$ cat config.mk
export PLATFORM = sky130hd
export DESIGN_NAME = stage_sequencer_flat
export DESIGN_NICKNAME = d
export VERILOG_FILES = /design/src/rtl/stage_sequencer_if.sv /design/src/rtl/stage_sequencer.sv /design/src/flat_wrapper.sv
export SDC_FILE = /design/constraint.sdc
export NUM_CORES = 1
export LEC_CHECK = 0
export CORE_MARGIN = 2
export CORE_UTILIZATION = 30
export CTS_CLUSTER_DIAMETER = 80
export DETAILED_ROUTE_END_ITERATION = 16
export GPL_TIMING_DRIVEN = 0
export PLACE_DENSITY_LB_ADDON = 0.15
export SLEW_MARGIN = 10
export SYNTH_ARGS = -nofsm -noshare
export SYNTH_HDL_FRONTEND = slang
export SYNTH_SLANG_ARGS = --single-unit
$ cat constraint.sdc
create_clock -name clk -period 2.4 [get_ports clk]
set_clock_uncertainty 0.1 [all_clocks]
set_input_delay 0.24 -clock clk [delete_from_list [all_inputs] [get_ports clk]]
set_output_delay 0.24 -clock clk [all_outputs]
set_load 0.1 [all_outputs]
$ cat src/rtl/stage_sequencer_if.sv
// ============================================================================
//  Module      : stage_sequencer_if
//  Description : Control/status bundle between the stage sequencer and the
//                stage owners (request side = master, sequencer = slave).
//  Revision    : 1.0  initial release
// ============================================================================
`default_nettype none

interface stage_sequencer_if #(
    parameter int NUM_STAGES = 4,
    parameter int IDX_W      = 2
);
    logic                  start;
    logic                  abort;
    logic                  clear_err;
    logic [NUM_STAGES-1:0] stage_done;
    logic [NUM_STAGES-1:0] stage_enable;
    logic [NUM_STAGES-1:0] stage_start;
    logic [IDX_W-1:0]      cur_stage;
    logic                  busy;
    logic                  seq_done;
    logic                  timeout_err;
    logic [IDX_W-1:0]      err_stage;

    modport master (
        output start, abort, clear_err, stage_done,
        input  stage_enable, stage_start, cur_stage, busy, seq_done,
               timeout_err, err_stage
    );

    modport slave (
        input  start, abort, clear_err, stage_done,
        output stage_enable, stage_start, cur_stage, busy, seq_done,
               timeout_err, err_stage
    );
endinterface

`default_nettype wire

$ cat src/rtl/stage_sequencer.sv
// ============================================================================
//  Module      : stage_sequencer
//  Description : Runs NUM_STAGES stages strictly in order with per-stage
//                watchdog, abort and sticky timeout status. Outputs registered.
//  Revision    : 1.0  initial release
// ============================================================================
`default_nettype none

module stage_sequencer #(
    parameter int NUM_STAGES     = 4,
    parameter int IDX_W          = 2,
    parameter int TIMEOUT_W      = 8,
    parameter int TIMEOUT_CYCLES = 200
) (
    input wire logic         clk,
    input wire logic         reset,
    stage_sequencer_if.slave bus
);

    typedef enum logic [1:0] {
        ST_IDLE   = 2'd0,
        ST_RUN    = 2'd1,
        ST_FINISH = 2'd2,
        ST_ERROR  = 2'd3
    } state_t;

    localparam bit                    c_wd_en    = (TIMEOUT_CYCLES > 0);
    localparam logic [TIMEOUT_W-1:0]  c_to_last  = (TIMEOUT_CYCLES > 0) ?
                                                   TIMEOUT_W'(TIMEOUT_CYCLES - 1) : '0;
    localparam logic [IDX_W-1:0]      c_last_idx = IDX_W'(NUM_STAGES - 1);
    localparam logic [NUM_STAGES-1:0] c_first    = NUM_STAGES'(1);

    state_t                r_state,       w_state_nx;
    logic [IDX_W-1:0]      r_cur,         w_cur_nx;
    logic [NUM_STAGES-1:0] r_enable,      w_enable_nx;
    logic [NUM_STAGES-1:0] r_start_pls,   w_start_pls_nx;
    logic                  r_busy,        w_busy_nx;
    logic                  r_seq_done,    w_seq_done_nx;
    logic                  r_terr,        w_terr_nx;
    logic [IDX_W-1:0]      r_err_stage,   w_err_stage_nx;
    logic [TIMEOUT_W-1:0]  r_wd,          w_wd_nx;

    logic w_cur_done;
    logic w_wd_expire;

    // The enable vector is one-hot on the current stage, so masking with it
    // selects exactly the done bit of the active stage and ignores the rest.
    assign w_cur_done  = |(bus.stage_done & r_enable);
    assign w_wd_expire = c_wd_en && (r_wd == c_to_last);

    always_ff @(posedge clk or posedge reset) begin
        if (reset) begin
            r_state     <= ST_IDLE;
            r_cur       <= '0;
            r_enable    <= '0;
            r_start_pls <= '0;
            r_busy      <= 1'b0;
            r_seq_done  <= 1'b0;
            r_terr      <= 1'b0;
            r_err_stage <= '0;
            r_wd        <= '0;
        end else begin
            r_state     <= w_state_nx;
            r_cur       <= w_cur_nx;
            r_enable    <= w_enable_nx;
            r_start_pls <= w_start_pls_nx;
            r_busy      <= w_busy_nx;
            r_seq_done  <= w_seq_done_nx;
            r_terr      <= w_terr_nx;
            r_err_stage <= w_err_stage_nx;
            r_wd        <= w_wd_nx;
        end
    end

    always_comb begin
        w_state_nx     = r_state;
        w_cur_nx       = r_cur;
        w_enable_nx    = r_enable;
        w_start_pls_nx = '0;
        w_busy_nx      = r_busy;
        w_seq_done_nx  = 1'b0;
        w_terr_nx      = r_terr;
        w_err_stage_nx = r_err_stage;
        w_wd_nx        = r_wd;

        unique case (r_state)
            ST_IDLE: begin
                if (bus.start) begin
                    w_state_nx     = ST_RUN;
                    w_cur_nx       = '0;
                    w_enable_nx    = c_first;
                    w_start_pls_nx = c_first;
                    w_busy_nx      = 1'b1;
                    w_wd_nx        = '0;
                end
            end

            ST_RUN: begin
                if (bus.abort) begin
                    w_state_nx  = ST_IDLE;
                    w_cur_nx    = '0;
                    w_enable_nx = '0;
                    w_busy_nx   = 1'b0;
                    w_wd_nx     = '0;
                end else if (w_cur_done) begin
                    w_wd_nx = '0;
                    if (r_cur == c_last_idx) begin
                        w_state_nx    = ST_FINISH;
                        w_cur_nx      = '0;
                        w_enable_nx   = '0;
                        w_seq_done_nx = 1'b1;
                    end else begin
                        // Next stage enters on the very next cycle, no gap.
                        w_cur_nx       = r_cur + 1'b1;
                        w_enable_nx    = r_enable << 1;
                        w_start_pls_nx = r_enable << 1;
                    end
                end else if (w_wd_expire) begin
                    w_state_nx     = ST_ERROR;
                    w_cur_nx       = '0;
                    w_enable_nx    = '0;
                    w_busy_nx      = 1'b0;
                    w_terr_nx      = 1'b1;
                    w_err_stage_nx = r_cur;
                    w_wd_nx        = '0;
                end else if (r_wd != '1) begin
                    w_wd_nx = r_wd + 1'b1;
                end
            end

            ST_FINISH: begin
                // FINISH lasts exactly one cycle; abort lands in IDLE too.
                w_state_nx = ST_IDLE;
                w_busy_nx  = 1'b0;
            end

            ST_ERROR: begin
                if (bus.clear_err) begin
                    w_state_nx     = ST_IDLE;
                    w_terr_nx      = 1'b0;
                    w_err_stage_nx = '0;
                end
            end

            default: begin
                w_state_nx  = ST_IDLE;
                w_cur_nx    = '0;
                w_enable_nx = '0;
                w_busy_nx   = 1'b0;
            end
        endcase
    end

    assign bus.stage_enable = r_enable;
    assign bus.stage_start  = r_start_pls;
    assign bus.cur_stage    = r_cur;
    assign bus.busy         = r_busy;
    assign bus.seq_done     = r_seq_done;
    assign bus.timeout_err  = r_terr;
    assign bus.err_stage    = r_err_stage;

endmodule

`default_nettype wire
$ cat src/flat_wrapper.sv
// flat-port wrapper written by rule: the top's interface ports become plain ports
module stage_sequencer_flat 
#(
    parameter int NUM_STAGES     = 4,
    parameter int IDX_W          = 2,
    parameter int TIMEOUT_W      = 8,
    parameter int TIMEOUT_CYCLES = 200
)
  (clk, reset, bus_start, bus_abort, bus_clear_err, bus_stage_done, bus_stage_enable, bus_stage_start, bus_cur_stage, bus_busy, bus_seq_done, bus_timeout_err, bus_err_stage);
  stage_sequencer_if #(.NUM_STAGES(NUM_STAGES), .IDX_W(IDX_W)) bus_i ();
  input wire logic clk;
  input wire logic reset;
  input wire logic [$bits(bus_i.start)-1:0] bus_start;
  input wire logic [$bits(bus_i.abort)-1:0] bus_abort;
  input wire logic [$bits(bus_i.clear_err)-1:0] bus_clear_err;
  input wire logic [$bits(bus_i.stage_done)-1:0] bus_stage_done;
  output wire logic [$bits(bus_i.stage_enable)-1:0] bus_stage_enable;
  output wire logic [$bits(bus_i.stage_start)-1:0] bus_stage_start;
  output wire logic [$bits(bus_i.cur_stage)-1:0] bus_cur_stage;
  output wire logic [$bits(bus_i.busy)-1:0] bus_busy;
  output wire logic [$bits(bus_i.seq_done)-1:0] bus_seq_done;
  output wire logic [$bits(bus_i.timeout_err)-1:0] bus_timeout_err;
  output wire logic [$bits(bus_i.err_stage)-1:0] bus_err_stage;
  assign bus_i.start = bus_start;
  assign bus_i.abort = bus_abort;
  assign bus_i.clear_err = bus_clear_err;
  assign bus_i.stage_done = bus_stage_done;
  assign bus_stage_enable = bus_i.stage_enable;
  assign bus_stage_start = bus_i.stage_start;
  assign bus_cur_stage = bus_i.cur_stage;
  assign bus_busy = bus_i.busy;
  assign bus_seq_done = bus_i.seq_done;
  assign bus_timeout_err = bus_i.timeout_err;
  assign bus_err_stage = bus_i.err_stage;
  stage_sequencer #(.NUM_STAGES(NUM_STAGES), .IDX_W(IDX_W), .TIMEOUT_W(TIMEOUT_W), .TIMEOUT_CYCLES(TIMEOUT_CYCLES)) u_core (.clk(clk), .reset(reset), .bus(bus_i));
endmodule
==> results_dict.tcl <==
set metrics [dict create \
    grt_pass1_wl_microns 5078 \
    hpwl_microns 2121 \
    report.final.slew_viol_count 0 \
    power.share.clock_pct 16.0 \
    areaGrowthSynthToFinish_pct 25.51 \
    tns_ns 0 \
    yosysWarningCount 0 \
    min_path_type "primary input to async pin" \
    cp_data_arrival_time_ns 2.34 \
    synthFlopType "dfrtp_1" \
    slowest_delay_ns 0.45 \
    post_cts_buffers 0 \
    vias 1067 \
    required_ns 2.47 \
    grt_use_total_pct 12.74 \
    outcome "complete, no violations" \
    antenna_found_initial 0 \
    synth_area_leader_cell "dfrtp_1" \
    grt_util_met2_pct 19.31 \
    async_flop_share_pct 100.0 \
    worst_r2r_endpoint "u_core.bus.stage_enable[2]" \
    wire_per_inst_microns 15.19 \
    seqPwrFrac_pct 32.7 \
    ant_nets 0 \
    r2r_cells 7 \
    ctsHtreeMaxLevel 1 \
    cp_top_family "simple AND/OR/NAND/NOR gates" \
    die_h_microns 71.05 \
    hold_violations 0 \
    p_int_uw 904.6 \
    fin_crit_sh_pct 94.66 \
    avgSynthCellArea_sq_um 11.15 \
    finalSetupViolations 0 \
    p_comb_share_pct 51.3 \
    core-area_sq_um 4354 \
    ys_types 41 \
    ys_top_cells_by_area "dfrtp_1, ha_1, nand4_1" \
    slew_headroom_pct 34.74 \
    ys_seq_elements 25 \
    synthCells 121 \
    synth_edf_count 0 \
    cts_max_path_buffers 2 \
    ys_seq_area_share_pct 46.38 \
    syn-num-nets 136 \
    top_usage_layer "met2" \
    worst_slew_pin_slew_ns 0.9758 \
    holdBufCountCts 0 \
    start_kind "flop" \
    path_buf_inv 2 \
    swShare_pct 45.18 \
    crit_cells 7 \
    grt_use_met3_pct 3.561 \
    endpoint_kind "flop" \
    rsz0062_at_grt "false" \
    syn-cell-area_sq_um 1349 \
    switchingPower_uw 745.5 \
    fp-row-count 24 \
    synth_top_area_share_pct 46.38 \
    first_pass_iters 4 \
    critical_path.slowest_cell "nor3_4" \
    gp_congestion 0.7668 \
    crit_type "flop to flop" \
    cp_max_fo 10 \
    cts_tree "yes" \
    initial_utilization_pct 30.98 \
    clk_pin_slew_ns 0.10 \
    period_needed_ns 2.272 \
    use_met1_pct 18.07 \
    drc 0 \
    holdWs_ns 0.3817 \
    via_per_inst 5.335 \
    final_layout_size_suffix_gt1_share_pct 10.81 \
    die_area_sq_um 5048 \
    first_global_vias 1062 \
    die_w_microns 71.05 \
    p_per_area_nw_per_um2 974.7 \
    cts-root-buf "clkbuf_8" \
    drtIter0Drc 43 \
    nFillCells 425 \
    grt_overflow 0 \
    grt_max_degree 26 \
    diodes 0 \
    numCtsBuffers 3 \
    fmax_ghz 0.4402 \
    finalWirelength_microns 3038 \
    clk_latency_ns 0.28 \
    path_cells "inv_1 > ha_1 > nand2b_1 > nor3_4 > a21boi_4 > buf_6 > mux2_4" \
    nets 164 \
    r2r_setup_slack_ns 0.13 \
    cts_resized 0 \
    clock_sinks 25 \
    io_pins 24 \
    leakagePower_uw 0.0007359 \
    timing.rr.start "u_core.r_state[1]" \
    cap_violations 0 \
    numPortBuffers 23 \
    peakVddDrop_mv 0.4415 \
]
==> flip-flops by register name (all words and copies together) (netlist names) <==
| signal | cells |
|---|---|
| u_core.r_state | 2 |
| u_core.bus.timeout_err | 1 |
| u_core.bus.cur_stage | 2 |
| u_core.bus.busy | 1 |
| u_core.bus.seq_done | 1 |
| u_core.bus.stage_start | 4 |
| u_core.bus.stage_enable | 4 |
| u_core.r_wd | 8 |
| u_core.bus.err_stage | 2 |
==> layout by cell type, fill, tap and decap left out, drive strengths merged, types with 3 or more instances in the layout <==
cell type,netlist,layout
dfrtp,25,25
clkdlybuf4s50,0,23
nor2,8,8
o21ai,7,7
inv,6,6
ha,6,6
nand4,5,5
nand3,5,5
nand2,5,5
mux2,5,5
a21oi,4,4
nor2b,4,4
and2,4,4
and3,3,3
xor2,3,3
clkbuf,0,3
==> synthesized netlist by cell type (all sizes together), types with 4 or more instances <==
cell,number
nand2,5
and2,4
mux2,5
dfrtp,25
nand3,5
nand4,5
a21oi,4
o21ai,7
nor2,8
ha,6
nor2b,4
inv,6
==> cell type report <==
type	instances	area (sq um)	area share, %
Tap cell	52	65.06	3.843
Inverter	6	22.52	1.330
Sequential cell	25	625.6	36.95
Timing Repair Buffer	23	230.2	13.60
Buffer	1	11.26	0.6652
Multi-Input combinational cell	89	689.4	40.72
Clock inverter	1	7.507	0.4435
Clock buffer	3	41.29	2.439
==> layer usage <==
metal	wire [microns]	vias up
met5	0	-
met4	29	0
met3	106	4
met2	1374	18
met1	1528	539
li1	-	506
==> metrics by stage <==
stage                     cells  power, uW  utilization, %  setup WS (ns)  area (sq um)
final                       200       1650           38.88         0.1282          1693
after CTS                   200       1669           38.88         0.1087          1693
after global placement      196       1387           37.76         0.1339          1644
after floorplan             121       1203               -         0.1848          1349
after detailed placement    196       1394           37.76         0.1340          1644
after global routing        200       1760           38.88       0.009563          1693
==> worst reg2reg max path, stage by stage (launching register included) <==
cell and delay (ns):
dfrtp_1 0.42, inv_1 0.10, ha_1 0.30, nand2b_1 0.22, nor3_4 0.45, a21boi_4 0.12
buf_6 0.17, mux2_4 0.29
==> power groups by stage <==
stage	Combinational [uW]	Clock, uW	Sequential [uW]
after global placement	843	0	544
after detailed placement	845	0	549
after CTS	849	280	540
final	847	263	539
after floorplan	455	0	747
after global routing	916	292	552
==> cell families (layout without fill, tap and decap cells) <==
family	after synthesis	count (layout)	share of synthesized area [%]
buffers and inverters	7	34	2.504
muxes	7	7	6.215
adders and majority gates	6	6	5.566
AOI/OAI and AO/OA	29	29	17.90
and+or+nand+nor	43	43	18.83
DFF	25	25	46.38
xor gates and xnor gates	4	4	2.598
==> how the worst max path moves through the flow <==
stage	start	to	slack [ns]
2_1_floorplan	u_core.bus.stage_enable[0]	u_core.bus.stage_enable[1]	0.18
3_3_place_gp	u_core.r_state[1]	u_core.bus.stage_enable[2]	0.13
3_5_place_dp	u_core.r_state[1]	u_core.bus.stage_enable[2]	0.13
4_1_cts	u_core.r_state[1]	u_core.bus.stage_enable[2]	0.11
5_1_grt	u_core.r_state[1]	u_core.bus.stage_enable[1]	0.01
6_report	u_core.r_state[1]	u_core.bus.stage_enable[2]	0.13
No activity file was read; power rests on OpenSTA's default activity.
